**config.mk**
```make
export PLATFORM = sky130hd
export DESIGN_NAME = qnigma_ip_tx
export DESIGN_NICKNAME = d
export VERILOG_FILES = /design/src/rtl/qnigma_pkg.sv /design/src/rtl/qnigma_ip_tx_hdr.sv /design/src/rtl/qnigma_ip_tx.sv
export SDC_FILE = /design/constraint.sdc
export NUM_CORES = 1
export LEC_CHECK = 0
export BUFFER_PORTS_ARGS = -buffer_cell sky130_fd_sc_hd__buf_2
export CORE_MARGIN = 1
export CORE_UTILIZATION = 56
export DETAILED_ROUTE_END_ITERATION = 10
export GPL_ROUTABILITY_DRIVEN = 0
export GPL_TIMING_DRIVEN = 0
export HOLD_SLACK_MARGIN = 0.12
export PLACE_DENSITY = 0.9
export SKIP_CTS_REPAIR_TIMING = 1
export SYNTH_ARGS = -nofsm -noshare
export SYNTH_HDL_FRONTEND = slang
export SYNTH_SLANG_ARGS = --single-unit
```
**constraint.sdc**
```tcl
create_clock -name clk -period 3.86 [get_ports clk]
set_clock_uncertainty 0.1 [all_clocks]
set_input_delay 0.772 -clock clk [delete_from_list [all_inputs] [get_ports clk]]
set_output_delay 0.772 -clock clk [all_outputs]
set_load 0.005 [all_outputs]
```
**src/rtl/qnigma_pkg.sv**
```systemverilog
// qnigma shared types and constants.
// Used by the IPv6 transmit framer and its header selector.
package qnigma_pkg;

  localparam logic [15:0] ETH_TYPE_IPV6 = 16'h86DD;
  localparam int ETH_HDR_LEN   = 14;
  localparam int IPV6_HDR_LEN  = 40;
  localparam int HDR_LEN       = ETH_HDR_LEN + IPV6_HDR_LEN;
  localparam int MIN_FRAME_DEF = 60;

  typedef logic [47:0]  mac_t;
  typedef logic [127:0] ip_t;

  typedef enum logic [1:0] {
    PROTO_ICMP,
    PROTO_TCP,
    PROTO_UDP
  } proto_t;

  typedef struct packed {
    mac_t dst;
    mac_t src;
  } meta_mac_t;

  typedef struct packed {
    ip_t         src;
    ip_t         dst;
    logic [7:0]  pro;
    logic [15:0] len;
    logic [7:0]  hop;
  } meta_ip_t;

  typedef enum logic [2:0] {
    ST_IDLE,
    ST_HDR,
    ST_L4,
    ST_PAD,
    ST_IFG
  } tx_state_t;

endpackage

```
**src/rtl/qnigma_ip_tx_hdr.sv**
```systemverilog
// Ethernet II + IPv6 header byte selector.
// Pure combinational lookup of header byte idx from latched meta.
module qnigma_ip_tx_hdr
  import qnigma_pkg::*;
(
  input  meta_mac_t  mac,
  input  meta_ip_t   ip,
  input  logic [5:0] idx,
  output logic [7:0] hdr_byte
);

  logic [HDR_LEN*8-1:0] hdr_vec;

  // flatten header in wire order, pick byte idx (MSB first)
  always_comb begin
    hdr_vec = {mac.dst, mac.src,
               ETH_TYPE_IPV6,
               32'h6000_0000,
               ip.len, ip.pro, ip.hop,
               ip.src, ip.dst};
    hdr_byte = 8'h00;
    if (idx < 6'(HDR_LEN))
      hdr_byte = hdr_vec[
        9'(6'(HDR_LEN - 1) - idx) * 9'd8 +: 8];
  end

endmodule

```
**src/rtl/qnigma_ip_tx.sv**
```systemverilog
// IPv6 transmit framer: header, L4 forward, pad, IFG.
// Output byte stream is registered; one byte per valid cycle.
module qnigma_ip_tx
  import qnigma_pkg::*;
#(
  parameter int MIN_FRAME = MIN_FRAME_DEF,
  parameter int IFG_CYC   = 12,
  parameter int L4_TO     = 1023
) (
  input  logic       clk,
  input  logic       rst,
  input  logic       send,
  input  proto_t     tx_proto,
  input  meta_mac_t  meta_mac,
  input  meta_ip_t   meta_ip,
  output logic       tx_busy,
  output logic       tx_done,
  output proto_t     l4_proto,
  output logic       l4_req,
  input  logic       l4_val,
  input  logic [7:0] l4_dat,
  output logic [7:0] dat_out,
  output logic       val_out,
  output logic       sof_out,
  output logic       eof_out,
  output logic       err_out
);

  tx_state_t   state_q, state_d;
  logic [15:0] idx_q, idx_d;
  logic [15:0] l4c_q, l4c_d;
  logic [15:0] fcnt_q, fcnt_d;
  logic [15:0] to_q, to_d;
  meta_mac_t   mac_q, mac_d;
  meta_ip_t    ip_q, ip_d;
  proto_t      proto_q, proto_d;
  logic [7:0]  dat_q, dat_d;
  logic        val_q, val_d;
  logic        sof_q, sof_d;
  logic        eof_q, eof_d;
  logic        err_q, err_d;

  logic [7:0]  hdr_byte;
  logic [15:0] fcnt_inc;
  logic        pad_need;
  logic        ifg_end;

  qnigma_ip_tx_hdr u_hdr (
    .mac      (mac_q),
    .ip       (ip_q),
    .idx      (idx_q[5:0]),
    .hdr_byte (hdr_byte)
  );

  assign fcnt_inc = (fcnt_q == 16'hFFFF)
                  ? fcnt_q : fcnt_q + 16'd1;
  assign pad_need = (17'(ip_q.len) + 17'(HDR_LEN))
                  < 17'(MIN_FRAME);
  assign ifg_end  = (state_q == ST_IFG)
                 && (idx_q == 16'(IFG_CYC));

  // state, counters, latched meta and output register
  always_ff @(posedge clk) begin
    if (rst) begin
      state_q <= ST_IDLE;
      idx_q   <= '0;
      l4c_q   <= '0;
      fcnt_q  <= '0;
      to_q    <= '0;
      mac_q   <= '0;
      ip_q    <= '0;
      proto_q <= PROTO_ICMP;
      dat_q   <= '0;
      val_q   <= 1'b0;
      sof_q   <= 1'b0;
      eof_q   <= 1'b0;
      err_q   <= 1'b0;
    end else begin
      state_q <= state_d;
      idx_q   <= idx_d;
      l4c_q   <= l4c_d;
      fcnt_q  <= fcnt_d;
      to_q    <= to_d;
      mac_q   <= mac_d;
      ip_q    <= ip_d;
      proto_q <= proto_d;
      dat_q   <= dat_d;
      val_q   <= val_d;
      sof_q   <= sof_d;
      eof_q   <= eof_d;
      err_q   <= err_d;
    end
  end

  // next state and next output byte
  always_comb begin
    state_d = state_q;
    idx_d   = idx_q;
    l4c_d   = l4c_q;
    fcnt_d  = fcnt_q;
    to_d    = to_q;
    mac_d   = mac_q;
    ip_d    = ip_q;
    proto_d = proto_q;
    dat_d   = 8'h00;
    val_d   = 1'b0;
    sof_d   = 1'b0;
    eof_d   = 1'b0;
    err_d   = 1'b0;
    unique case (state_q)
      ST_IDLE: begin
        if (send) begin
          mac_d   = meta_mac;
          ip_d    = meta_ip;
          proto_d = tx_proto;
          idx_d   = '0;
          l4c_d   = '0;
          fcnt_d  = '0;
          to_d    = '0;
          state_d = ST_HDR;
        end
      end
      ST_HDR: begin
        dat_d  = hdr_byte;
        val_d  = 1'b1;
        sof_d  = (idx_q == 16'd0);
        fcnt_d = fcnt_inc;
        idx_d  = idx_q + 16'd1;
        if (idx_q == 16'(HDR_LEN - 1)) begin
          idx_d = '0;
          if (ip_q.len != 16'd0)
            state_d = ST_L4;
          else if (pad_need)
            state_d = ST_PAD;
          else begin
            eof_d   = 1'b1;
            state_d = ST_IFG;
          end
        end
      end
      ST_L4: begin
        if (l4_val) begin
          dat_d  = l4_dat;
          val_d  = 1'b1;
          fcnt_d = fcnt_inc;
          l4c_d  = l4c_q + 16'd1;
          to_d   = '0;
          if (l4c_q + 16'd1 == ip_q.len) begin
            if (pad_need)
              state_d = ST_PAD;
            else begin
              eof_d   = 1'b1;
              state_d = ST_IFG;
            end
          end
        end else if (to_q == 16'(L4_TO - 1)) begin
          val_d   = 1'b1;
          eof_d   = 1'b1;
          err_d   = 1'b1;
          fcnt_d  = fcnt_inc;
          state_d = ST_IFG;
        end else begin
          to_d = to_q + 16'd1;
        end
      end
      ST_PAD: begin
        val_d  = 1'b1;
        fcnt_d = fcnt_inc;
        if (fcnt_inc >= 16'(MIN_FRAME)) begin
          eof_d   = 1'b1;
          state_d = ST_IFG;
        end
      end
      ST_IFG: begin
        if (ifg_end)
          state_d = ST_IDLE;
        else if (!val_q)
          idx_d = idx_q + 16'd1;
      end
      default: state_d = ST_IDLE;
    endcase
  end

  // handshake outputs decoded from state
  always_comb begin
    tx_busy = (state_q != ST_IDLE);
    tx_done = ifg_end;
    l4_req  = (state_q == ST_L4);
  end

  assign l4_proto = proto_q;
  assign dat_out  = dat_q;
  assign val_out  = val_q;
  assign sof_out  = sof_q;
  assign eof_out  = eof_q;
  assign err_out  = err_q;

endmodule

```
==> flow_results.org <==
** Outcome
- The run finished with clean final reports.

** Clocking
- Clock tree synthesis inserted a total of 47 buffers.
- For this design, the sink count on the clock tree is 465.
- TritonCTS built the clock tree.
- The later pin in the worst-skew pair is clocked with a latency of 0.61 ns.
- Clk buf depth :: 3
- Clock slew at reported path FFs :: 0.06 ns
- Clock tree synthesis selected as its root buffer the cell sky130_fd_sc_hd__clkbuf_16.
- H-Tree Depth :: 2

** Critical path
- Most common cell type on the critical path :: sky130_fd_sc_hd__buf_2
- CP Data Arrival Time :: 2.93 ns
- In this design, the stage delay of the slowest critical-path cell is 0.40 ns.
- Capture point of the worst reg-to-reg path :: dat_out[1]$_SDFF_PP0_
- STA classifies the critical path startpoint as a flip-flop.
- Series of cell instances along the critical path :: buf_2 -> buf_4 -> clkbuf_4 -> inv_1 -> ha_1 -> nand2_1 -> or3_1 -> nor2_1 -> buf_2
- Critical path required time :: 2.99 ns
- Together, buffers and inverters on the worst path number 5.
- Slowest stage cell on the critical path :: sky130_fd_sc_hd__or3_1
- Dominant delay contributor by cell family on the critical path :: buffers and inverters
- Kind of capture point of the worst setup path :: output port
- Setup slack of the most critical reg-to-reg path :: 0.07 ns
- The worst setup path is of the flip-flop to output port kind.
- Worst R2R Start :: idx_q[1]$_SDFFE_PP0P_
- Of all nets on the critical path, the largest fanout is 10.
- Depth of the worst register-to-register path :: 8

** Floorplan
- Floorplan die height :: 196 µm
- Width of the die :: 196 µm
- FP Rows :: 70
- Core ar. :: 36,800 µm²
- Area of the die :: 38,400 µm²
- Once the floorplan was initialized, standard cells occupied 57.3% of the core.
- 415 I/O pins were placed.

** Yosys
- Register area share after synthesis :: 44.2%
- Multiplexer share of the synthesized area :: 12.4%
- List of most frequent post-synthesis cells :: sky130_fd_sc_hd__nand2_1 (843), sky130_fd_sc_hd__dfxtp_1 (465), sky130_fd_sc_hd__a21oi_1 (427), sky130_fd_sc_hd__clkbuf_1 (167), sky130_fd_sc_hd__mux4_2 (106)
- Largest family of logic cells by synthesized area :: simple AND/OR/NAND/NOR gates
- Of the total synthesized cell area, the portion taken by XOR and XNOR cells is 2.25%.
- After Yosys synthesis, and, or, nand and nor cells account for 21.1% of the synthesized area.
- Dominant cell type by area after synthesis :: sky130_fd_sc_hd__dfxtp_1
- During synthesis, Yosys emitted a total of 0 warnings.
- Mapped cell area :: 21,100 µm²
- Top cell type's share of synthesized area :: 44.2%
- Number of instances in the synthesized netlist :: 2,530
- Synthesis inferred 465 register bits.
- Asr flop ratio synth :: 0%
- Netlist cell types :: 70
- Summing the areas of all fa, ha and maj instances in the mapped netlist gives 0.653% of the synthesized area.
- In this run, synthesis inferred 0 flip-flops with an integrated enable.
- Number of nets in the synthesized netlist :: 2,939
- Averaged over all synthesized cells, the footprint is 8.33 µm².
- Biggest area contributors in the synthesized netlist :: sky130_fd_sc_hd__dfxtp_1 (44%), sky130_fd_sc_hd__nand2_1 (15%), sky130_fd_sc_hd__mux4_2 (11%)
- Among all flip-flop cells after synthesis, the most frequent one is sky130_fd_sc_hd__dfxtp_1.
- Complex-gate fraction of the synthesized area :: 15.3%
- Most repeated cell in the gate-level netlist after synthesis :: sky130_fd_sc_hd__nand2_1

** Job
- Across the run, the number of max-cap violations was 0.

** Drt
- Remaining DRCs :: 0
- Via total after detailed routing :: 22.1k
- After detailed routing, the average wire length per cell comes to 21.8 µm.
- The detail route stage leaves a number of antenna-violating nets equal to 0.
- Detailed Routing Iterations Pass 1 :: 6
- Detailed-route vias per instance :: 6.30
- After the first detailed-routing iteration, the DRC count stood at 2,754.
- The final layout contains routed wiring with a total length of 76.6 mm.

** Finish
- From synthesis to final layout, the design area changed by 20.5%.
- The post-route netlist has 21.6% of its cells at a drive strength greater than 1.
- The final layout contains 3,404 nets.
- Final standard cell area without fillers :: 25,400 µm²
- For this run, the number of standard cells in the final layout without fillers is 3,508.

** Place
- During placement, the flow inserted port buffers numbering 413.
- Area post-placement :: 23,700 µm²
- Cell Count Post-Placement :: 3,411
- OpenSTA, run right after detailed placement, puts the worst setup slack at -0.817 ns.
- Post-detail-place hpwl :: 56.4 mm

** Global route
- Entering global routing, the biggest net connects 15 pins.
- Via count of the first global-routing pass :: 21.1k
- The first global-routing pass estimated 115 mm of wire.
- In the global route stage, overall resource usage came out at 39.1%.
- Total congestion overflow :: 0
- Antenna violations before repair :: 9

** STA
- Static timing analysis puts the maximum clock frequency at 0.263 GHz.
- Final Cycle Share :: 98.5%
- Final Max Slew Viols :: 0
- Measured against its own limit, the worst slew margin works out to 20.7%.
- Number of setup violations in the final report :: 0
- For the pin with the worst max-slew slack, the measured transition is 1.19 ns.
- Final worst-path setup slack :: 0.0588 ns
- Number of hold violations in the final report :: 0
- The tightest hold path in the finished design has a slack of 0.286 ns.
- Clock period minus final worst setup slack :: 3.80 ns

** Hold path
- Along the worst hold path, the cell count comes to 2.
- The worst hold path begins at l4_dat[6].
- Hold-critical path endpoint :: dat_out[6]$_SDFF_PP0_
- The min-delay analysis places its worst path in the category input pin to flip-flop.

** Power
- Worst VDD drop :: 374 µV
- In this run the static leakage power is 9.90 nW.
- Design Power :: 17.4 mW
- Ratio of total power to cell area :: 685 nW/µm²
-- routing by layer --
layer / vias to the layer above / track usage, % / wire, µm
li1: 9648 / - / -
met1: 10300 / 47.7 / 27300
met2: 1746 / 62.9 / 35100
met3: 422 / 9.42 / 9210
met4: 8 / 23.7 / 4980
met5: - / 0 / 38
-- worst max path at each step --
| stage | startpoint | end | cells after the start |
|---|---|---|---|
| global route | idx_q[1]$_SDFFE_PP0P_ | tx_done | 8 |
| detailed placement | idx_q[0]$_SDFFE_PP0P_ | idx_q[11]$_SDFFE_PP0P_ | 11 |
| global placement | idx_q[0]$_SDFFE_PP0P_ | idx_q[15]$_SDFFE_PP0P_ | 11 |
| floorplan | idx_q[0]$_SDFFE_PP0P_ | idx_q[15]$_SDFFE_PP0P_ | 11 |
| CTS | idx_q[0]$_SDFFE_PP0P_ | idx_q[15]$_SDFFE_PP0P_ | 11 |
| finish | idx_q[0]$_SDFFE_PP0P_ | tx_done | 9 |
-- power breakdown --
part           switching (mW)  internal (mW)
sequential              0.681           5.81
combinational            4.05           2.09
clock                    2.01           2.76
-- worst register-to-register path, cell delays in order (launching register included) --
cell and delay [ns]:
sky130_fd_sc_hd__dfxtp_1 0.55, sky130_fd_sc_hd__buf_2 0.42, sky130_fd_sc_hd__buf_2 0.45, sky130_fd_sc_hd__a21oi_1 0.24, sky130_fd_sc_hd__xor2_1 0.37, sky130_fd_sc_hd__clkbuf_1 0.51, sky130_fd_sc_hd__mux2i_1 0.19, sky130_fd_sc_hd__o21ai_0 0.69
sky130_fd_sc_hd__a22o_1 0.23
-- placed cells by master, fill, tap and decap left out, drive strengths merged, types with 14 or more instances in the layout --
cell type and count:
a21oi 427, a22oi 14, and3 16, buf 445, clkbuf 239, dfxtp 465
inv 18, mux4 106, nand2 843, nand3 35, nand4 15, nor2 86
nor3 16, o21ai 46, xnor2 26, xor2 28
-- cells by family after synthesis --
| kind of cell | Yosys count |
|---|---|
| DFF | 465 |
| AOI/OAI and AO/OA | 579 |
| and+or+nand+nor | 1078 |
| muxes | 128 |
| adders and majority gates | 11 |
| xor gates and xnor gates | 54 |
| buffers and inverters | 215 |
-- sequential cells by signal, summed over array words and instances (netlist names) --
name / count
dat_out: 8
fcnt_q: 16
val_out: 1
err_out: 1
state_q: 3
sof_out: 1
eof_out: 1
mac_q: 96
to_q: 16
l4c_q: 16
idx_q: 16
ip_q: 288
l4_proto: 2
-- layout make-up --
cell class	instances	area, µm²
diodes	9	22.5
well taps	468	586
multi-input cells	1850	10900
clock buffers	71	1430
inverters	18	67.6
clock inverters	14	179
repair buffers	416	2090
plain buffers	197	791
fillers	2773	11400
flip-flops and latches	465	9310
-- through the flow --
| stage | util, % | TNS (ns) |
|---|---|---|
| detailed placement | 64.5 | -7.90 |
| finish | 69.0 | 0 |
| floorplan | - | 0 |
| global route | 69.0 | -0.00682 |
| global placement | 64.5 | -5.51 |
| CTS | 68.8 | -8.35 |
Note: power is estimated with default switching activity, not from simulation.
